===== config.mk =====
export PLATFORM = sky130hd
export DESIGN_NAME = fan_pwm_tach_ctrl_flat
export DESIGN_NICKNAME = d
export VERILOG_FILES = /design/src/rtl/fan_pwm_tach_pkg.sv /design/src/rtl/fan_pwm_tach_ctrl_if.sv /design/src/rtl/fan_pwm_tach_chan.sv /design/src/rtl/sync_cell.sv /design/src/rtl/fan_pwm_tach_ctrl.sv /design/src/flat_wrapper.sv
export SDC_FILE = /design/constraint.sdc
export NUM_CORES = 1
export LEC_CHECK = 0
export CAP_MARGIN = 20
export CORE_MARGIN = 1.5
export CORE_UTILIZATION = 60
export DETAILED_ROUTE_END_ITERATION = 10
export PLACE_DENSITY = 0.88
export SYNTH_ARGS = -nofsm -noshare
export SYNTH_HDL_FRONTEND = slang
export SYNTH_SLANG_ARGS = --single-unit

===== constraint.sdc =====
create_clock -name clk_i -period 4.45 [get_ports clk_i]
set_clock_uncertainty 0.15 [all_clocks]
set_input_delay 1.335 -clock clk_i [delete_from_list [all_inputs] [get_ports clk_i]]
set_output_delay 1.335 -clock clk_i [all_outputs]
set_load 0.1 [all_outputs]

===== src/rtl/fan_pwm_tach_pkg.sv =====
// Purpose: default sizing constants and shared types for the fan PWM/tach controller.
// Latency: none (types and constants only).
// Backpressure: none.
package fan_pwm_tach_pkg;

  localparam int DefNumChannels  = 4;
  localparam int DefCntWidth     = 8;
  localparam int DefPrescWidth   = 16;
  localparam int DefTachWinWidth = 24;
  localparam int DefTachCntWidth = 16;
  localparam int DefSyncStages   = 2;

  typedef logic [DefCntWidth-1:0]     duty_t;
  typedef logic [DefTachCntWidth-1:0] tach_cnt_t;

  // Shared timing configuration at default widths: tick divider, PWM period, tach window
  typedef struct packed {
    logic [DefPrescWidth-1:0]   presc;
    duty_t                      period;
    logic [DefTachWinWidth-1:0] win;
  } cfg_t;

endpackage


===== src/rtl/fan_pwm_tach_ctrl_if.sv =====
// Purpose: control/status bundle between the SoC side (master) and the fan controller (slave).
// Latency: none (wires only).
// Backpressure: none; all fields are level or single-cycle strobes.
interface fan_pwm_tach_ctrl_if
  import fan_pwm_tach_pkg::*;
#(
  parameter int NumChannels  = DefNumChannels,
  parameter int CntWidth     = DefCntWidth,
  parameter int PrescWidth   = DefPrescWidth,
  parameter int TachWinWidth = DefTachWinWidth,
  parameter int TachCntWidth = DefTachCntWidth
) ();

  logic [NumChannels-1:0]              en_i;
  logic [PrescWidth-1:0]               presc_i;
  logic [CntWidth-1:0]                 period_i;
  logic [NumChannels*CntWidth-1:0]     duty_i;
  logic [NumChannels-1:0]              duty_valid_i;
  logic [NumChannels-1:0]              pwm_o;
  logic [NumChannels-1:0]              tach_i;
  logic [TachWinWidth-1:0]             tach_win_i;
  logic [NumChannels*TachCntWidth-1:0] tach_cnt_o;
  logic                                tach_valid_o;
  logic [NumChannels-1:0]              stall_o;

  modport master (
    output en_i, presc_i, period_i, duty_i, duty_valid_i, tach_i, tach_win_i,
    input  pwm_o, tach_cnt_o, tach_valid_o, stall_o
  );

  modport slave (
    input  en_i, presc_i, period_i, duty_i, duty_valid_i, tach_i, tach_win_i,
    output pwm_o, tach_cnt_o, tach_valid_o, stall_o
  );

endinterface


===== src/rtl/fan_pwm_tach_chan.sv =====
// Purpose: one fan channel: shadowed duty, PWM compare, tach edge counter and stall flag.
// Latency: pwm 1 cycle after cnt; a tach edge is counted SyncStages+1 cycles after it arrives.
// Backpressure: none; duty strobes always accepted, last strobe before a wrap wins.
module fan_pwm_tach_chan
  import fan_pwm_tach_pkg::*;
#(
  parameter int CntWidth     = DefCntWidth,
  parameter int TachCntWidth = DefTachCntWidth,
  parameter int SyncStages   = DefSyncStages
) (
  input  logic                    clk_i,
  input  logic                    rst_ni,
  input  logic                    en,
  input  logic [CntWidth-1:0]     duty,
  input  logic                    duty_valid,
  input  logic                    wrap,
  input  logic [CntWidth-1:0]     cnt,
  input  logic                    win_end,
  input  logic                    tach,
  output logic                    pwm,
  output logic [TachCntWidth-1:0] tach_cnt,
  output logic                    stall
);

  localparam logic [TachCntWidth-1:0] EdgeMax = '1;

  logic [CntWidth-1:0]     pending_q;
  logic [CntWidth-1:0]     active_q;
  logic                    tach_sync;
  logic                    tach_sync_d;
  logic                    tach_rise;
  logic [TachCntWidth-1:0] edge_q;
  logic [TachCntWidth-1:0] edge_total;

  // Pending takes each strobe; active only follows it at a period wrap or while disabled,
  // so a period in flight is never cut short and a re-enable starts with the latest duty
  always_ff @(posedge clk_i or negedge rst_ni) begin
    if (!rst_ni) begin
      pending_q <= '0;
      active_q  <= '0;
    end else begin
      if (duty_valid) begin
        pending_q <= duty;
      end
      if (wrap || !en) begin
        active_q <= pending_q;
      end
    end
  end

  // Registered compare keeps the output glitch-free; duty above the period gives constant high
  always_ff @(posedge clk_i or negedge rst_ni) begin
    if (!rst_ni) begin
      pwm <= 1'b0;
    end else begin
      pwm <= en & (cnt < active_q);
    end
  end

  sync_cell #(
    .Stages(SyncStages)
  ) u_tach_sync (
    .clk_i (clk_i),
    .rst_ni(rst_ni),
    .d     (tach),
    .q     (tach_sync)
  );

  // Delayed copy of the synchronised tach level for rising-edge detection
  always_ff @(posedge clk_i or negedge rst_ni) begin
    if (!rst_ni) begin
      tach_sync_d <= 1'b0;
    end else begin
      tach_sync_d <= tach_sync;
    end
  end

  assign tach_rise  = tach_sync & ~tach_sync_d;
  // Count including this cycle's edge, saturating at all-ones
  assign edge_total = (tach_rise && (edge_q != EdgeMax)) ? edge_q + TachCntWidth'(1) : edge_q;

  // At window end publish the count, restart counting and re-evaluate the stall flag
  always_ff @(posedge clk_i or negedge rst_ni) begin
    if (!rst_ni) begin
      edge_q   <= '0;
      tach_cnt <= '0;
      stall    <= 1'b0;
    end else if (win_end) begin
      edge_q   <= '0;
      tach_cnt <= edge_total;
      stall    <= en & (edge_total == '0);
    end else begin
      edge_q   <= edge_total;
    end
  end

endmodule


===== src/rtl/sync_cell.sv =====
// Purpose: multi-flop synchroniser for a single asynchronous level input.
// Latency: Stages clk_i cycles from d to q.
// Backpressure: none.
module sync_cell #(
  parameter int Stages = 2
) (
  input  logic clk_i,
  input  logic rst_ni,
  input  logic d,
  output logic q
);

  logic [Stages-1:0] ff_q;

  // Shift the raw input through the synchroniser chain
  always_ff @(posedge clk_i or negedge rst_ni) begin
    if (!rst_ni) begin
      ff_q <= '0;
    end else begin
      ff_q <= {ff_q[Stages-2:0], d};
    end
  end

  assign q = ff_q[Stages-1];

endmodule


===== src/rtl/fan_pwm_tach_ctrl.sv =====
// Purpose: multi-channel fan controller; shared prescaler, PWM period and tach window counters.
// Latency: pwm_o 1 cycle after the period counter; tach_cnt_o/tach_valid_o 1 cycle after window end.
// Backpressure: none; tach_valid_o is a single-cycle pulse with no acknowledge.
module fan_pwm_tach_ctrl
  import fan_pwm_tach_pkg::*;
#(
  parameter int NumChannels  = DefNumChannels,
  parameter int CntWidth     = DefCntWidth,
  parameter int PrescWidth   = DefPrescWidth,
  parameter int TachWinWidth = DefTachWinWidth,
  parameter int TachCntWidth = DefTachCntWidth,
  parameter int SyncStages   = DefSyncStages
) (
  input logic                clk_i,
  input logic                rst_ni,
  fan_pwm_tach_ctrl_if.slave bus
);

  logic [PrescWidth-1:0]               presc_q;
  logic [CntWidth-1:0]                 cnt_q;
  logic [TachWinWidth-1:0]             win_q;
  logic                                tick;
  logic                                wrap;
  logic                                win_end;
  logic                                tach_valid_q;
  logic [NumChannels-1:0]              pwm_v;
  logic [NumChannels-1:0]              stall_v;
  logic [TachCntWidth-1:0]             tach_cnt_a [NumChannels];
  logic [NumChannels*TachCntWidth-1:0] tach_cnt_flat;

  // >= compares let a lowered limit take effect by wrapping on the next cycle
  assign tick    = presc_q >= bus.presc_i;
  assign wrap    = tick && (cnt_q >= bus.period_i);
  assign win_end = win_q >= bus.tach_win_i;

  // Prescaler: one tick every presc_i+1 cycles
  always_ff @(posedge clk_i or negedge rst_ni) begin
    if (!rst_ni) begin
      presc_q <= '0;
    end else begin
      presc_q <= tick ? '0 : presc_q + PrescWidth'(1);
    end
  end

  // Period counter shared by all channels, advanced on ticks only
  always_ff @(posedge clk_i or negedge rst_ni) begin
    if (!rst_ni) begin
      cnt_q <= '0;
    end else if (tick) begin
      cnt_q <= wrap ? '0 : cnt_q + CntWidth'(1);
    end
  end

  // Tach window counter in raw clock cycles, plus the result-valid pulse
  always_ff @(posedge clk_i or negedge rst_ni) begin
    if (!rst_ni) begin
      win_q        <= '0;
      tach_valid_q <= 1'b0;
    end else begin
      win_q        <= win_end ? '0 : win_q + TachWinWidth'(1);
      tach_valid_q <= win_end;
    end
  end

  for (genvar c = 0; c < NumChannels; c++) begin : g_chan
    fan_pwm_tach_chan #(
      .CntWidth    (CntWidth),
      .TachCntWidth(TachCntWidth),
      .SyncStages  (SyncStages)
    ) u_chan (
      .clk_i     (clk_i),
      .rst_ni    (rst_ni),
      .en        (bus.en_i[c]),
      .duty      (bus.duty_i[c*CntWidth +: CntWidth]),
      .duty_valid(bus.duty_valid_i[c]),
      .wrap      (wrap),
      .cnt       (cnt_q),
      .win_end   (win_end),
      .tach      (bus.tach_i[c]),
      .pwm       (pwm_v[c]),
      .tach_cnt  (tach_cnt_a[c]),
      .stall     (stall_v[c])
    );
  end

  // Flatten per-channel counts onto the output bus
  always_comb begin
    tach_cnt_flat = '0;
    for (int c = 0; c < NumChannels; c++) begin
      tach_cnt_flat[c*TachCntWidth +: TachCntWidth] = tach_cnt_a[c];
    end
  end

  assign bus.pwm_o        = pwm_v;
  assign bus.stall_o      = stall_v;
  assign bus.tach_cnt_o   = tach_cnt_flat;
  assign bus.tach_valid_o = tach_valid_q;

endmodule

===== src/flat_wrapper.sv =====
// flat-port wrapper written by rule: the top's interface ports become plain ports
module fan_pwm_tach_ctrl_flat import fan_pwm_tach_pkg::*;
#(
  parameter int NumChannels  = DefNumChannels,
  parameter int CntWidth     = DefCntWidth,
  parameter int PrescWidth   = DefPrescWidth,
  parameter int TachWinWidth = DefTachWinWidth,
  parameter int TachCntWidth = DefTachCntWidth,
  parameter int SyncStages   = DefSyncStages
)
  (clk_i, rst_ni, bus_en_i, bus_presc_i, bus_period_i, bus_duty_i, bus_duty_valid_i, bus_tach_i, bus_tach_win_i, bus_pwm_o, bus_tach_cnt_o, bus_tach_valid_o, bus_stall_o);
  fan_pwm_tach_ctrl_if #(.NumChannels(NumChannels), .CntWidth(CntWidth), .PrescWidth(PrescWidth), .TachWinWidth(TachWinWidth), .TachCntWidth(TachCntWidth)) bus_i ();
  input logic clk_i;
  input logic rst_ni;
  input wire logic [$bits(bus_i.en_i)-1:0] bus_en_i;
  input wire logic [$bits(bus_i.presc_i)-1:0] bus_presc_i;
  input wire logic [$bits(bus_i.period_i)-1:0] bus_period_i;
  input wire logic [$bits(bus_i.duty_i)-1:0] bus_duty_i;
  input wire logic [$bits(bus_i.duty_valid_i)-1:0] bus_duty_valid_i;
  input wire logic [$bits(bus_i.tach_i)-1:0] bus_tach_i;
  input wire logic [$bits(bus_i.tach_win_i)-1:0] bus_tach_win_i;
  output wire logic [$bits(bus_i.pwm_o)-1:0] bus_pwm_o;
  output wire logic [$bits(bus_i.tach_cnt_o)-1:0] bus_tach_cnt_o;
  output wire logic [$bits(bus_i.tach_valid_o)-1:0] bus_tach_valid_o;
  output wire logic [$bits(bus_i.stall_o)-1:0] bus_stall_o;
  assign bus_i.en_i = bus_en_i;
  assign bus_i.presc_i = bus_presc_i;
  assign bus_i.period_i = bus_period_i;
  assign bus_i.duty_i = bus_duty_i;
  assign bus_i.duty_valid_i = bus_duty_valid_i;
  assign bus_i.tach_i = bus_tach_i;
  assign bus_i.tach_win_i = bus_tach_win_i;
  assign bus_pwm_o = bus_i.pwm_o;
  assign bus_tach_cnt_o = bus_i.tach_cnt_o;
  assign bus_tach_valid_o = bus_i.tach_valid_o;
  assign bus_stall_o = bus_i.stall_o;
  fan_pwm_tach_ctrl #(.NumChannels(NumChannels), .CntWidth(CntWidth), .PrescWidth(PrescWidth), .TachWinWidth(TachWinWidth), .TachCntWidth(TachCntWidth), .SyncStages(SyncStages)) u_core (.clk_i(clk_i), .rst_ni(rst_ni), .bus(bus_i));
endmodule

---- Yosys cells after proc, flatten, opt, wreduce, memory -nomap -nowiden ----
Cells that the tools add are included.
word-level totals
  register bits after elaboration ......... 261
cells by class
  order comparisons ....................... 7
  mux-type cells .......................... 11
  reductions and logical operators ........ 17
  add/subtract/negate cells ............... 7
  bitwise operators ....................... 16
  equality and inequality tests ........... 4
operator list
  cell                                           count
  two-way mux 16 bit                             9
  adder 16 x 1 -> 16 bit, second input constant  5
  zero test 16 bit                               4
  inequality test 16 bit, second input constant  4
  < comparator 8 bit                             4
  adder 24 x 1 -> 24 bit, second input constant  1
  greater-or-equal comparator 24 bit             1
  two-way mux 24 bit                             1
  greater-or-equal comparator 16 bit             1
  AND 1 bit                                      12
  adder 8 x 1 -> 8 bit, second input constant    1
  greater-or-equal comparator 8 bit              1
  two-way mux 8 bit                              1
  logical AND 1 bit                              5
  zero test 1 bit                                4
  logical OR 1 bit                               4
  NOT 1 bit                                      4

---- Depth between registers and ports, before layout ----
Gate-level depths: netlist (run 1).
  depth after elaboration ................. 6
  depth in mapped cells ................... 12
  depth with buffers taken out ............ 10

---- Hierarchy ----
A second synthesis (run 1) with hierarchy kept.
second synthesis, totals
  cells, all modules ...................... 1358
  area, all modules ....................... 13538.0 um^2
by module, submodules not included
  module                                           sequential area each (um^2)  cells each  instances  area each (um^2)
  fan_pwm_tach_chan (u_core.g_chan[1].u_chan ...)  1276.2                       243         2          2487.4
  fan_pwm_tach_ctrl                                1226.2                       388         1          3422.0
  fan_pwm_tach_chan (u_core.g_chan[0].u_chan)      1276.2                       246         1          2477.4
  fan_pwm_tach_chan (u_core.g_chan[3].u_chan)      1276.2                       230         1          2463.6
  sync_cell                                        50.0                         2           4          50.0

---- Worst setup path before layout (run 1) ----
No wires, ideal clock.
  kind .................................... in2reg
  start point ............................. input bus_tach_win_i[22]
  end point ............................... register u_core.g_chan[1].u_chan.tach_cnt[10]
  path buffers ............................ 2
  stages .................................. 12
  slack ................................... 0.808 ns
  arrival time ............................ 3.355 ns
  cell sequence ........................... inv_1 ha_1 a21oi_1 nand2_1 a221o_1 a211o_1 a221oi_2 inv_2 buf_2 clkbuf_1 nor2_1 a21oi_1
between the ends
  word-level cells in the longest chain between the ends .. 1
RTL lines
  what                                line                     source
  start: declaration                  flat_wrapper.sv:21       input wire logic [$bits(bus_i.tach_win_i)-1:0] bus_tach_win_i;
  greater-or-equal comparator 24 bit  fan_pwm_tach_ctrl.sv:34  assign win_end = win_q >= bus.tach_win_i;
  end signal: assignment              fan_pwm_tach_chan.sv:90  tach_cnt <= edge_total;
  end: declaration                    fan_pwm_tach_chan.sv:21  output logic [TachCntWidth-1:0] tach_cnt,
Every way passes these cells.
A chain may end at the register's enable or synchronous reset.

---- Final worst setup path (run 1) ----
  start point ............................. input bus_presc_i[2]
  end point ............................... register u_core.g_chan[2].u_chan.active_q[2]
between the ends
  word-level cells in the longest chain between the ends .. 3
RTL lines
  what                                line                     source
  start: declaration                  flat_wrapper.sv:16       input wire logic [$bits(bus_i.presc_i)-1:0] bus_presc_i;
  greater-or-equal comparator 16 bit  fan_pwm_tach_ctrl.sv:32  assign tick = presc_q >= bus.presc_i;
  logical AND 1 bit                   fan_pwm_tach_ctrl.sv:33  assign wrap = tick && (cnt_q >= bus.period_i);
  logical OR 1 bit                    fan_pwm_tach_chan.sv:45  if (wrap || !en) begin
  end signal: assignment              fan_pwm_tach_chan.sv:46  active_q <= pending_q;
  end: declaration                    fan_pwm_tach_chan.sv:28  logic [CntWidth-1:0] active_q;
Every way passes these cells.

==> results of run 1 <==
-- path summary, 6_finish.rpt --
kind                                                                  startpoint                                                    end  slack, ns
setup / recovery                                                  bus_presc_i[2]        u_core.g_chan[2].u_chan.active_q[2]$_DFFE_PN0P_       0.47
hold reg to reg            u_core.g_chan[3].u_chan.u_tach_sync.ff_q[0]$_DFF_PN0_  u_core.g_chan[3].u_chan.u_tach_sync.ff_q[1]$_DFF_PN0_       0.20
min in group asynchronous                                                 rst_ni                              u_core.win_q[8]$_DFF_PN0_       0.64
max in group asynchronous                                                 rst_ni            u_core.g_chan[3].u_chan.edge_q[2]$_DFF_PN0_       2.65
setup reg to reg                                     u_core.presc_q[0]$_DFF_PN0_        u_core.g_chan[2].u_chan.active_q[2]$_DFFE_PN0P_       1.30
hold / removal             u_core.g_chan[3].u_chan.u_tach_sync.ff_q[0]$_DFF_PN0_  u_core.g_chan[3].u_chan.u_tach_sync.ff_q[1]$_DFF_PN0_       0.20
-- worst register-to-register path, cell delays in order, from the launching register on --
cell	delay, ns
sky130_fd_sc_hd__dfrtp_1	0.43
sky130_fd_sc_hd__inv_1	0.07
sky130_fd_sc_hd__ha_1	0.29
sky130_fd_sc_hd__nor2b_1	0.17
sky130_fd_sc_hd__o21ai_0	0.13
sky130_fd_sc_hd__a21oi_1	0.19
sky130_fd_sc_hd__o21ai_1	0.16
sky130_fd_sc_hd__a211oi_2	0.62
sky130_fd_sc_hd__o21ai_1	0.42
sky130_fd_sc_hd__mux2_2	0.39
-- layer usage --
| layer | up-vias | wire (µm) | global-route usage |
|---|---|---|---|
| met5 | - | 0 | 0 |
| met4 | 0 | 676 | 0.0788 |
| met3 | 61 | 1850 | 0.0455 |
| met2 | 316 | 14200 | 0.438 |
| met1 | 4844 | 12300 | 0.333 |
| li1 | 4789 | - | - |
-- sequential cells by signal, indices dropped and copies added (netlist names) --
register                               cells
u_core.bus.tach_valid_o                    1
u_core.cnt_q                               8
u_core.g_chan.u_chan.active_q             32
u_core.g_chan.u_chan.edge_q               64
u_core.g_chan.u_chan.pending_q            32
u_core.g_chan.u_chan.pwm                   4
u_core.g_chan.u_chan.stall                 4
u_core.g_chan.u_chan.tach_cnt             64
u_core.g_chan.u_chan.tach_sync_d           4
u_core.g_chan.u_chan.u_tach_sync.ff_q      8
u_core.presc_q                            16
u_core.win_q                              24
-- per-stage QoR --
step | setup TNS (ns) | hold WS, ns | setup WS, ns | instances | util
after floorplan | 0 | 0.181 | 0.808 | 1294 | -
after global placement | 0 | 0.183 | 0.150 | 1705 | 0.698
after detailed placement | -0.397 | 0.189 | -0.0413 | 1705 | 0.698
after CTS | 0 | 0.202 | 0.462 | 1753 | 0.742
after global routing | 0 | 0.203 | 0.329 | 1753 | 0.742
final | 0 | 0.199 | 0.473 | 1753 | 0.742
-- cell type report --
class	count	area, µm²	area share
clock buffer	41	838	0.0519
timing repair buffer	177	1790	0.111
multi-input combinational	899	6180	0.383
inverter	88	335	0.0208
tap	280	350	0.0217
clock inverter	7	113	0.00698
sequential	261	6530	0.405
-- power by group through the flow --
stage / registers, µW / logic [µW] / clock network [µW]
floorplan: 5590 / 1640 / 0
global placement: 3650 / 4700 / 0
detailed placement: 3680 / 4840 / 0
CTS: 3650 / 4870 / 2400
global route: 3740 / 5180 / 2500
finish: 3660 / 4850 / 2370
-- placed cells by master, fill, tap and decap left out, types with 4 or more instances in the layout --
cell type                         netlist  final
sky130_fd_sc_hd__o211ai_1               5      5
sky130_fd_sc_hd__nor2_1               185    185
sky130_fd_sc_hd__or2_2                  4      4
sky130_fd_sc_hd__nand3b_1               6      6
sky130_fd_sc_hd__xnor2_1               44     44
sky130_fd_sc_hd__and3_1                19     19
sky130_fd_sc_hd__buf_12                 0      4
sky130_fd_sc_hd__o21ai_0               30     30
sky130_fd_sc_hd__xor2_1                47     47
sky130_fd_sc_hd__and2_1                10     10
sky130_fd_sc_hd__a21oi_1               84     84
sky130_fd_sc_hd__nor4_1                 8      8
sky130_fd_sc_hd__nand2_1               74     74
sky130_fd_sc_hd__nor3_1                15     15
sky130_fd_sc_hd__ha_1                  83     83
sky130_fd_sc_hd__or3_1                  5      5
sky130_fd_sc_hd__nand4_1               34     34
sky130_fd_sc_hd__o31ai_1                4      4
sky130_fd_sc_hd__dfrtp_1              261    261
sky130_fd_sc_hd__o21ai_1                5      5
sky130_fd_sc_hd__a21o_1                26     26
sky130_fd_sc_hd__nand3_1               47     47
sky130_fd_sc_hd__a31oi_1                9      9
sky130_fd_sc_hd__inv_1                 87     87
sky130_fd_sc_hd__clkbuf_16              0     27
sky130_fd_sc_hd__and4_1                 6      6
sky130_fd_sc_hd__clkbuf_8               1     11
sky130_fd_sc_hd__mux2_2                64     64
sky130_fd_sc_hd__buf_4                  8      9
sky130_fd_sc_hd__clkdlybuf4s50_1        0    163
sky130_fd_sc_hd__nand2b_1              13     13
sky130_fd_sc_hd__mux2i_1               12     12
sky130_fd_sc_hd__nor2b_1                6      6
-- kinds of logic (layout without fill, tap and decap cells) --
logic type	Yosys count	after routing	synth area share
AND/OR/NAND/NOR	451	451	0.169
buffers and inverters	134	313	0.0427
XOR/XNOR	92	92	0.0613
multiplexers	76	76	0.0634
AO/OA/AOI/OAI	197	197	0.0930
adder cells (fa/ha/maj)	83	83	0.0783
flip-flops	261	261	0.493
==> results.txt, run 1 <==
----------------------------------------------------
[Final layout]
  Share of final-layout standard cells stronger than drive strength 1 ... 0.0998
  Diodes inserted ... 0
  Nets ... between 1,500 and 2,000
  Number of fill cells in the layout ... 1,512
  Synthesis-to-finish area growth ... 21.8%
  Final design area excluding fillers ... between 15,000 and 20,000 µm²

[Setup path]
  Slowest cell on crit path ... sky130_fd_sc_hd__a211oi_2
  Crit path required time ... between 4 and 5 ns
  Cell-by-cell listing of the critical path ... clkdlybuf4s50_1 > inv_1 > ha_1 > a21oi_1 > o21ai_0 > a21oi_1 > o21ai_1 > a211oi_2 > o21ai_1 > mux2_2
  Cell class contributing the biggest share of worst-path delay ... compound AO/OA/AOI/OAI gates
  Number of cell instances on the worst register-to-register path ... 9
  Startpoint types ... input port
  Kind of end point of the critical path ... register
  Worst path depth ... 10
  CP peak stage delay ... approximately 0.62 ns
  Critical Path Fanout Max ... 8
  Data arrival at the endpoint of the critical path ... ~4.2 ns
  Worst Setup Path Type ... input port to register
  Buffers and inverters on the worst path ... 2

[Logic synthesis]
  Ranking of synthesized cells by area ... sky130_fd_sc_hd__dfrtp_1 49%, sky130_fd_sc_hd__ha_1 7.8%, sky130_fd_sc_hd__mux2_2 5.4%
  Cell type contributing the most total cell area after synthesis ... sky130_fd_sc_hd__dfrtp_1
  Post-synth EDFFs ... 0
  Library cells used by synthesis ... around 70
  Dominant register cell in the synthesized netlist ... sky130_fd_sc_hd__dfrtp_1
  FF+latch count, synth ... roughly 260
  Area share of the largest cell type after synthesis ... 0.493
  Area of the mapped netlist ... ~13,000 µm²
  Yosys warns ... 0
  Most frequent cells after synthesis ... 261 x sky130_fd_sc_hd__dfrtp_1, 185 x sky130_fd_sc_hd__nor2_1, 87 x sky130_fd_sc_hd__inv_1
  Post-synthesis net count ... 1,471
  Most instantiated library cell after synthesis ... sky130_fd_sc_hd__dfrtp_1
  Post-Synthesis Cells ... about 1,300
  Share of synthesized area occupied by flip-flops and latches ... 0.493
  Ys async rst share ... 1.00
  Average size of a mapped cell ... 10.2 µm²

[Global route]
  Total grt overflow ... 0
  GRT Overall Usage ... 0.256
  Via count of the first global-routing pass ... 9,756
  Pin count of the biggest net entering global routing ... 139
  First-pass GRT wire length ... between 40,000 and 50,000 µm
  Antenna violations before repair ... 0

[Power and ir drop]
  Power share of the combinational group ... 0.446
  Standby leakage power ... approximately 0.0075 µW
  Reg power frac ... 0.336
  Power after layout ... around 11,000 µW
  Fraction of power consumed by the clock network ... 0.218
  Int Pwr ... between 5000 and 6000 µW
  Peak supply drop ... roughly 500 µV
  Switch Pwr ... 5000 µW
  Sw Ratio ... 0.460
  Power density over cell area ... about 670 nW/µm²

[Timing]
  Share of the cycle needed by the critical path after routing ... 0.894
  Minimum clock period after layout ... 3.98 ns
  Slew HR ... 0.311
  Count of final setup violators ... 0
  Total count of hold-check failures in the final report ... 0
  Unrepaired setup endpoints after global routing ... no
  Max Transition Viols Final ... 0
  Maximum clock rate ... about 250 MHz
  Transition at the pin with the smallest max-transition slack ... approximately 1.0 ns

[Place]
  Instance area after placement ... ~15,000 µm²
  Input/output buffers ... 166
  HPWL reported at the end of detailed placement ... 20,600 µm
  RD Place Congestion ... about 0.88

[Clock network]
  Clock insertion delay at the later pin of the skew report ... 0.53 ns
  Number of buffers added to fix hold violations after cts ... 0
  Number of instances resized during post-cts repair ... 0
  CTS tree ... yes
  Post-CTS setup buffer count ... 0
  Clock-pin transition on the worst setup and hold timing paths ... 0.06 ns
  Cts bufs inserted ... 27
  Maximum clock insertion buffer count ... 3
  Total number of H-tree levels ... 1
  Clock Sink Count ... between 200 and 300
  Master cell of the clock root buffer ... sky130_fd_sc_hd__clkbuf_16

[Floorplan]
  Number of placed I/O pins ... 167
  Starting density of the core ... 0.609
  Number of cell rows ... 54
  Core Box Area ... about 22,000 µm²
  Die width ... ~150 µm
  Die area ... 23,000 µm²
  Die outline height ... 152 µm

[Hold path]
  Type of the most critical hold path ... register to register
  Number of cells traversed by the worst hold path ... 0

[Flow run]
  Max_cap viols ... 0

[Route]
  Routed wire length per instance ... around 17 µm
  Post-route antenna net violation count ... 0
  Violation count after the first detailed-route iteration ... 512
  Routed via count divided by cell count ... roughly 5.7
  DRC Markers ... 0
  Total via count in the routed design ... approximately 10,000
  Count of TritonRoute iterations in the first routing pass ... 5
  Post-Route WL ... between 20,000 and 30,000 µm

[Status]
  Result of the run ... finished clean

----------------------------------------------------
No activity file was read; power rests on OpenSTA's default activity.
==> inputs of run 2 (changes only) <==
--- a/config.mk
+++ b/config.mk
@@ -8,8 +8,9 @@
 export CAP_MARGIN = 20
 export CORE_MARGIN = 1.5
 export CORE_UTILIZATION = 60
+export CTS_BUF_LIST = sky130_fd_sc_hd__clkbuf_8 sky130_fd_sc_hd__clkbuf_16
 export DETAILED_ROUTE_END_ITERATION = 10
-export PLACE_DENSITY = 0.88
+export PLACE_DENSITY_LB_ADDON = 0.08
 export SYNTH_ARGS = -nofsm -noshare
 export SYNTH_HDL_FRONTEND = slang
 export SYNTH_SLANG_ARGS = --single-unit
==> results.txt, run 2 (synthesis gave the netlist of run 1 again) <==
----------------------------------------------------
[Final layout]
  Flip-flop and latch area ... ~6500 µm²
  Area of the multi-input gates ... about 6200 µm²
  Nets ... between 1,500 and 2,000
  Regs by FF count ... u_core.g_chan.u_chan.edge_q: 64 flops, u_core.g_chan.u_chan.tach_cnt: 64 flops
  Number of fill cells in the layout ... between 1,500 and 2,000
  Synthesis-to-finish area growth ... 22.4%
  Commonest non-fill, non-tap cell in the layout ... sky130_fd_sc_hd__dfrtp_1
  Share of final-layout standard cells stronger than drive strength 1 ... 0.100
  Most frequent cells in the layout ... 261 x sky130_fd_sc_hd__dfrtp_1, 185 x sky130_fd_sc_hd__nor2_1, 165 x sky130_fd_sc_hd__clkdlybuf4s50_1
  Diodes inserted ... 0
  Final core utilization ... 0.746

[Floorplan]
  Starting density of the core ... 0.609
  Number of placed I/O pins ... around 170
  Die width ... 152 µm
  Die outline height ... around 150 µm
  Core Box Area ... 21,800 µm²
  Number of cell rows ... between 50 and 60
  Die area ... between 20,000 and 25,000 µm²

[Place]
  RD Place Congestion ... approximately 0.91
  HPWL reported at the end of detailed placement ... roughly 20,000 µm
  Input/output buffers ... 166

[Status]
  Result of the run ... finished clean

[Route]
  Total via count in the routed design ... a little under 10,000
  Routed wire length per instance ... 15.8 µm
  Routed via count divided by cell count ... 5.57
  Post-Route WL ... between 20,000 and 30,000 µm
  Count of TritonRoute iterations in the first routing pass ... 4
  Post-route antenna net violation count ... 0
  DRC Markers ... 0
  Violation count after the first detailed-route iteration ... 310

[Global route]
  GRT Overall Usage ... 0.247
  Via count of the first global-routing pass ... a little under 10,000
  Total grt overflow ... 0
  Pin count of the biggest net entering global routing ... around 110
  Antenna violations before repair ... 0
  First-pass GRT wire length ... 46,100 µm

[Clock network]
  Post-CTS setup buffer count ... 0
  Number of buffers added to fix hold violations after cts ... 0
  Total number of H-tree levels ... 1
  Clock Sink Count ... 261
  Cts bufs inserted ... 28
  Maximum clock insertion buffer count ... 3
  Master cell of the clock root buffer ... sky130_fd_sc_hd__clkbuf_16
  Clock insertion delay at the later pin of the skew report ... between 0.5 and 0.6 ns
  Clock-pin transition on the worst setup and hold timing paths ... roughly 0.060 ns
  Number of instances resized during post-cts repair ... 0
  CTS tree ... yes

[Setup path]
  Startpoint types ... input port
  Buffers and inverters on the worst path ... 3
  Crit path required time ... between 4 and 5 ns
  Slowest cell on crit path ... sky130_fd_sc_hd__o21ai_1
  Worst Setup Path Type ... input port to register
  Critical Path Fanout Max ... 16
  Cell-by-cell listing of the critical path ... clkdlybuf4s50_1 > inv_1 > ha_1 > a211oi_1 > o21ai_0 > o211ai_1 > a21oi_1 > a211oi_2 > buf_4 > o21ai_1 > mux2_2
  Cell class contributing the biggest share of worst-path delay ... compound AO/OA/AOI/OAI gates
  Data arrival at the endpoint of the critical path ... approximately 4.0 ns
  Kind of end point of the critical path ... register
  CP peak stage delay ... between 0.5 and 0.6 ns

[Timing]
  Maximum clock rate ... around 270 MHz
  Minimum clock period after layout ... about 3.7 ns
  Max Transition Viols Final ... 0
  Unrepaired setup endpoints after global routing ... no
  Total count of hold-check failures in the final report ... 0
  Setup tns final ... 0 ns
  Transition at the pin with the smallest max-transition slack ... between 1 and 1.5 ns
  Count of final setup violators ... 0
  Slew HR ... 0.301
  Share of the cycle needed by the critical path after routing ... 0.840

[Power and ir drop]
  Int Pwr ... between 5000 and 6000 µW
  Power share of the combinational group ... 0.438
  Reg power frac ... 0.332
  Peak supply drop ... between 400 and 500 µV
  Power density over cell area ... just under 700 nW/µm²
  Sw Ratio ... 0.453
  Switch Pwr ... 4980 µW
  Standby leakage power ... approximately 0.0076 µW
  Fraction of power consumed by the clock network ... 0.230

[Flow run]
  Max_cap viols ... 0

[Hold path]
  Type of the most critical hold path ... register to register

----------------------------------------------------
==> run 2: cell types whose count changed in the layout (fill, tap and decap cells not counted), sizes merged <==
cell / before / now
bufinv: 3 / 5
clkinv: 3 / 6
buf: 14 / 12
clkbuf: 41 / 36
clkdlybuf4s50: 163 / 165
inv: 88 / 91
==> run 2: layout make-up <==
cell class,count,share of cell area
sequential,261,0.402
clock inverter,15,0.0125
multi-input combinational,899,0.381
clock buffer,36,0.0506
timing repair buffer,177,0.112
tap,280,0.0216
inverter,88,0.0207
==> run 2: layer usage <==
metal / part of all wire / track usage
met2: 0.48 / 0.413
met4: 0.024 / 0.0846
met1: 0.44 / 0.327
met5: 0 / 0
met3: 0.057 / 0.0434
==> run 2: through the flow <==
step	hold slack (ns)	power, µW	area, µm²	worst slack, ns	std cells
floorplan	0.181	7230	13300	0.808	1294
global placement	0.183	8380	15200	0.245	1705
detailed placement	0.185	8500	15200	0.197	1705
CTS	0.199	11100	16200	0.715	1756
global route	0.207	11500	16200	0.510	1756
finish	0.197	11000	16200	0.711	1756
==> run 2: power by group through the flow <==
stage                     clock, µW  combinational, µW  sequential, µW
after floorplan                   0               1640            5590
after global placement            0               4730            3650
after detailed placement          0               4830            3670
after CTS                      2560               4850            3640
after global routing           2650               5160            3730
final                          2520               4810            3640
==> run 2: worst paths after layout <==
| check | from | to | slack [ns] | cells after the start |
|---|---|---|---|---|
| max in group asynchronous | rst_ni | u_core.g_chan[3].u_chan.edge_q[4]$_DFF_PN0_ | 2.59 | 2 |
| worst max register to register | u_core.cnt_q[0]$_DFFE_PN0N_ | u_core.g_chan[2].u_chan.active_q[2]$_DFFE_PN0P_ | 1.47 | 10 |
| min in group asynchronous | rst_ni | u_core.win_q[15]$_DFF_PN0_ | 0.68 | 1 |
| worst max-delay path | bus_presc_i[9] | u_core.g_chan[2].u_chan.active_q[2]$_DFFE_PN0P_ | 0.71 | 11 |
| worst min-delay path | u_core.g_chan[2].u_chan.u_tach_sync.ff_q[0]$_DFF_PN0_ | u_core.g_chan[2].u_chan.u_tach_sync.ff_q[1]$_DFF_PN0_ | 0.20 | 0 |
| worst min register to register | u_core.g_chan[2].u_chan.u_tach_sync.ff_q[0]$_DFF_PN0_ | u_core.g_chan[2].u_chan.u_tach_sync.ff_q[1]$_DFF_PN0_ | 0.20 | 0 |
==> inputs of run 3 (changes only) <==
--- a/config.mk
+++ b/config.mk
@@ -7,7 +7,7 @@
 export LEC_CHECK = 0
 export CAP_MARGIN = 20
 export CORE_MARGIN = 1.5
-export CORE_UTILIZATION = 60
+export CORE_UTILIZATION = 56
 export CTS_BUF_LIST = sky130_fd_sc_hd__clkbuf_8 sky130_fd_sc_hd__clkbuf_16
 export DETAILED_ROUTE_END_ITERATION = 10
 export PLACE_DENSITY_LB_ADDON = 0.08
==> constraint.sdc (replaced) <==
create_clock -name clk_i -period 3.8 [get_ports clk_i]
set_clock_uncertainty 0.15 [all_clocks]
set_input_delay 1.14 -clock clk_i [delete_from_list [all_inputs] [get_ports clk_i]]
set_output_delay 1.14 -clock clk_i [all_outputs]
set_load 0.1 [all_outputs]
==> results.txt, run 3 (synthesis gave the netlist of run 1 again) <==
----------------------------------------------------
[Status]
  Result of the run ... finished clean

[Global route]
  First-pass GRT wire length ... 47,600 µm
  Antenna violations before repair ... 0
  Total grt overflow ... 0
  Via count of the first global-routing pass ... just under 10,000
  Pin count of the biggest net entering global routing ... 106
  GRT Overall Usage ... 0.240

[Final layout]
  Share of final-layout standard cells stronger than drive strength 1 ... 0.159
  Post-route non-filler standard cell count ... ~1,800
  Diodes inserted ... 0
  Synthesis-to-finish area growth ... 22.4%
  Nets ... 1,651
  Most frequent cells in the layout ... 261 x sky130_fd_sc_hd__dfrtp_1, 185 x sky130_fd_sc_hd__nor2_1, 95 x sky130_fd_sc_hd__buf_4
  Commonest non-fill, non-tap cell in the layout ... sky130_fd_sc_hd__dfrtp_1
  Regs by FF count ... u_core.g_chan.u_chan.edge_q: 64 flops, u_core.g_chan.u_chan.tach_cnt: 64 flops
  Final core utilization ... 0.695

[Setup path]
  Critical Path Fanout Max ... 13
  Worst Setup Path Type ... input port to register
  Startpoint types ... input port
  Setup slack, reg-to-reg ... ~0.80 ns
  Kind of end point of the critical path ... register
  Crit path required time ... around 4.1 ns
  Data arrival at the endpoint of the critical path ... roughly 3.8 ns

[Clock network]
  Number of instances resized during post-cts repair ... 0
  Cts bufs inserted ... 28
  Post-CTS setup buffer count ... 0
  Clock Sink Count ... 261
  Clock-pin transition on the worst setup and hold timing paths ... roughly 0.06 ns
  CTS tree ... yes
  Clock insertion delay at the later pin of the skew report ... about 0.54 ns
  Maximum clock insertion buffer count ... 3
  Master cell of the clock root buffer ... sky130_fd_sc_hd__clkbuf_16
  Number of buffers added to fix hold violations after cts ... 0
  Total number of H-tree levels ... 1

[Power and ir drop]
  Sw Ratio ... 0.463
  Int Pwr ... roughly 6800 µW
  Peak supply drop ... between 600 and 700 µV
  Power density over cell area ... just under 800 nW/µm²
  Power share of the combinational group ... 0.442
  Standby leakage power ... 0.00773 µW
  Fraction of power consumed by the clock network ... 0.221
  Reg power frac ... 0.337
  Switch Pwr ... slightly below 6000 µW

[Timing]
  Slew HR ... 0.456
  Maximum clock rate ... approximately 290 MHz
  Count of final setup violators ... 0
  Minimum clock period after layout ... approximately 3.5 ns
  Setup tns final ... 0 ns
  Transition at the pin with the smallest max-transition slack ... roughly 0.8 ns
  Max Transition Viols Final ... 0
  Unrepaired setup endpoints after global routing ... no
  Total count of hold-check failures in the final report ... 0
  Worst Slack Setup Final ... 0.298 ns
  Worst slack on hold paths ... a little under 0.2 ns
  Share of the cycle needed by the critical path after routing ... 0.922

[Place]
  Placed instance count ... between 1,500 and 2,000
  RD Place Congestion ... ~0.89
  Placement-stage worst setup slack ... -0.285 ns
  Input/output buffers ... about 170
  HPWL reported at the end of detailed placement ... 20,700 µm

[Floorplan]
  Starting density of the core ... 0.568
  Die area ... roughly 25,000 µm²
  Die outline height ... around 160 µm
  Core Box Area ... between 20,000 and 25,000 µm²
  Number of placed I/O pins ... 167
  Number of cell rows ... between 50 and 60
  Die width ... roughly 160 µm

[Route]
  Routed via count divided by cell count ... between 5 and 6
  Violation count after the first detailed-route iteration ... 406
  Post-Route WL ... 28,100 µm
  Count of TritonRoute iterations in the first routing pass ... 5
  Routed wire length per instance ... ~16 µm
  Post-route antenna net violation count ... 0
  DRC Markers ... 0
  Total via count in the routed design ... around 9,800

[Hold path]
  Type of the most critical hold path ... register to register

[Flow run]
  Max_cap viols ... 0

----------------------------------------------------
## run 3: cell types whose count changed in the layout (fill, tap and decap cells not counted), moves of 2 or more
cell / delta
sky130_fd_sc_hd__buf_4: +89
sky130_fd_sc_hd__clkinv_2: -2
sky130_fd_sc_hd__bufinv_16: -2
sky130_fd_sc_hd__clkdlybuf4s50_1: -73
sky130_fd_sc_hd__buf_12: +3
sky130_fd_sc_hd__inv_1: +3
## run 3: through the flow
| stage | total power [µW] | area, µm² |
|---|---|---|
| 2_1_floorplan | 8470 | 13300 |
| 3_3_place_gp | 9790 | 15300 |
| 3_5_place_dp | 9920 | 15300 |
| 4_1_cts | 12800 | 16200 |
| 5_1_grt | 13400 | 16200 |
| 6_report | 12700 | 16200 |
## run 3: layer usage
metal | share of wire | up-vias | GRT usage
met1 | 0.44 | 4710 | 0.312
met2 | 0.49 | 195 | 0.413
met5 | 0 | - | 0
li1 | - | 4836 | -
met4 | 0.019 | 0 | 0.0658
met3 | 0.050 | 38 | 0.0424
## run 3: power groups by stage
stage	clock, µW	sequential [µW]	combinational [µW]
floorplan	0	6550	1920
global placement	0	4280	5510
detailed placement	0	4300	5620
CTS	2860	4270	5640
global route	2980	4380	6010
finish	2790	4270	5600
## run 3: path summary, 6_finish.rpt
kind	from	endpoint	depth (start not counted)
max	bus_presc_i[9]	u_core.g_chan[0].u_chan.active_q[0]$_DFFE_PN0P_	11
min	u_core.g_chan[0].u_chan.u_tach_sync.ff_q[0]$_DFF_PN0_	u_core.g_chan[0].u_chan.u_tach_sync.ff_q[1]$_DFF_PN0_	0
max reg2reg	u_core.cnt_q[0]$_DFFE_PN0N_	u_core.g_chan[0].u_chan.active_q[0]$_DFFE_PN0P_	10
min reg2reg	u_core.g_chan[0].u_chan.u_tach_sync.ff_q[0]$_DFF_PN0_	u_core.g_chan[0].u_chan.u_tach_sync.ff_q[1]$_DFF_PN0_	0
max in group asynchronous	rst_ni	u_core.g_chan[3].u_chan.tach_cnt[1]$_DFFE_PN0P_	2
min in group asynchronous	rst_ni	u_core.win_q[15]$_DFF_PN0_	1
## run 3: critical path: stages
cell and delay, ns:
sky130_fd_sc_hd__clkdlybuf4s50_1 0.45, sky130_fd_sc_hd__inv_1 0.04, sky130_fd_sc_hd__ha_1 0.29, sky130_fd_sc_hd__a211oi_1 0.06, sky130_fd_sc_hd__o21ai_0 0.16, sky130_fd_sc_hd__o211ai_1 0.11, sky130_fd_sc_hd__a21oi_1 0.23, sky130_fd_sc_hd__a211oi_2 0.05
sky130_fd_sc_hd__buf_4 0.19, sky130_fd_sc_hd__o21ai_1 0.61, sky130_fd_sc_hd__mux2_2 0.42
## run 3: area by class of cell
cell class                 instances  area (µm²)
fill                            1824        7110
inverter                          88         335
sequential                       261        6530
clock inverter                    16         161
tap                              319         399
timing repair buffer             196        1810
clock buffer                      35         808
multi-input combinational        899        6180
==> patch (config.mk and constraints of run 1) <==
`DefSyncStages`: 2 -> 4.
--- a/src/rtl/fan_pwm_tach_pkg.sv
+++ b/src/rtl/fan_pwm_tach_pkg.sv
@@ -8,7 +8,7 @@
   localparam int DefPrescWidth   = 16;
   localparam int DefTachWinWidth = 24;
   localparam int DefTachCntWidth = 16;
-  localparam int DefSyncStages   = 2;
+  localparam int DefSyncStages   = 4;
 
   typedef logic [DefCntWidth-1:0]     duty_t;
   typedef logic [DefTachCntWidth-1:0] tach_cnt_t;
Check against the original RTL: not equivalent (a bounded check fails within 4 cycles, from zero or initial values and one cycle with rst_ni low).
==> patch against run 1 <==
- non-clock buffer count is 9 higher
- area after synthesis increased by 2.6%
- sequential cell count increased by 8
- total power is 9.2% lower
- routed wire length grew 6.9%
- core utilization grew 1.0 points
- worst setup slack improved by 0.18 ns
- cell area up 2.6%
- sequential share of layout area is 0.17 points higher
- critical path type unchanged
- critical endpoint is now u_core.g_chan[1].u_chan.active_q[7]$_DFFE_PN0P_
- largest cell class unchanged
- highest routed layer unchanged
==> patch: results (changes against run 1) <==
- Final clock-cell share: 0.0563 (was 0.0589)
- DR WL met3: 1.57 mm (was 1.85 mm)
- First-pass GRT wire length: 51.6 mm (was 47.1 mm)
- Tot GR Track Use: 0.269 (was 0.256)
- Synthesized Nets: 1444 (was 1471)
- Normalized max-slew margin: 0.285 (was 0.311)
- Placed cell areas: 0.0156 mm² (was 0.0152 mm²)
- Die X: 154 µm (was 152 µm)
- Critical path launch point: bus_presc_i[11] (was bus_presc_i[2])
- GRT met2 Usage: 0.472 (was 0.438)
- Comb pwr: 4.03 mW (was 4.85 mW)
- Multi-input combinational cell count: 830 (was 899)
- DRT Wirelength: 31.0 mm (was 29.0 mm)
- Critical path's slowest cell: o21ai_1 (was a211oi_2)
- Crit Path Max Fanout: 9 (was 8)
- RR Startpoint: u_core.presc_q[8]$_DFF_PN0_ (was u_core.presc_q[0]$_DFF_PN0_)
- Non-clock buffer share: 0.112 (was 0.111)
- # clk buffers: 40 (was 41)
- Vias post-DR: 10.1k (was 10.0k)
- Leakage power: 7.91 nW (was 7.52 nW)
- Fin nets: 1621 (was 1631)
- Main area contributors after synthesis: dfrtp_1 (49%), ha_1 (7.6%), mux2_2 (6.7%) (was dfrtp_1 (49%), ha_1 (7.8%), mux2_2 (5.4%))
- M1 GR Usage: 0.348 (was 0.333)
- Status: complete, no violations (unchanged)
- Post-Route M1 WL: 13.2 mm (was 12.3 mm)
- Vias in the first global route: 10.4k (was 9756)
- Worst VDD drop: 0.391 mV (was 0.500 mV)
- Share of post-route cells with drive strength above 1: 0.117 (was 0.0998)
- CTS buffer count: 29 (was 27)
- Seq/Total Area, Yosys: 0.495 (was 0.493)
- Pin count of the biggest net entering global routing: 77 (was 139)
- Synth unique cells: 64 (was 69)
## patch: changes by cell type after synthesis, moves of 6 or more
| cell | before | now |
|---|---|---|
| clkbuf_1 | 28 | 18 |
| o2bb2ai_1 | 0 | 6 |
| mux2i_1 | 12 | 48 |
| nor2_1 | 185 | 120 |
| nor3_1 | 15 | 22 |
| dfrtp_1 | 261 | 269 |
| nand3_1 | 47 | 53 |
| and3_1 | 19 | 36 |
| a21oi_1 | 84 | 18 |
| inv_1 | 87 | 127 |
| nand2_1 | 74 | 46 |
| mux2_2 | 64 | 81 |
## patch: stage by stage
step	power (mW)	utilization	setup WS [ns]	cells	hold WS [ns]
2_1_floorplan	6.44	-	0.842	1267	0.181
3_3_place_gp	7.41	0.710	0.309	1693	0.184
3_5_place_dp	7.56	0.710	0.232	1693	0.185
4_1_cts	9.91	0.752	0.694	1745	0.198
5_1_grt	10.3	0.752	0.497	1745	0.202
6_report	9.88	0.752	0.651	1745	0.190
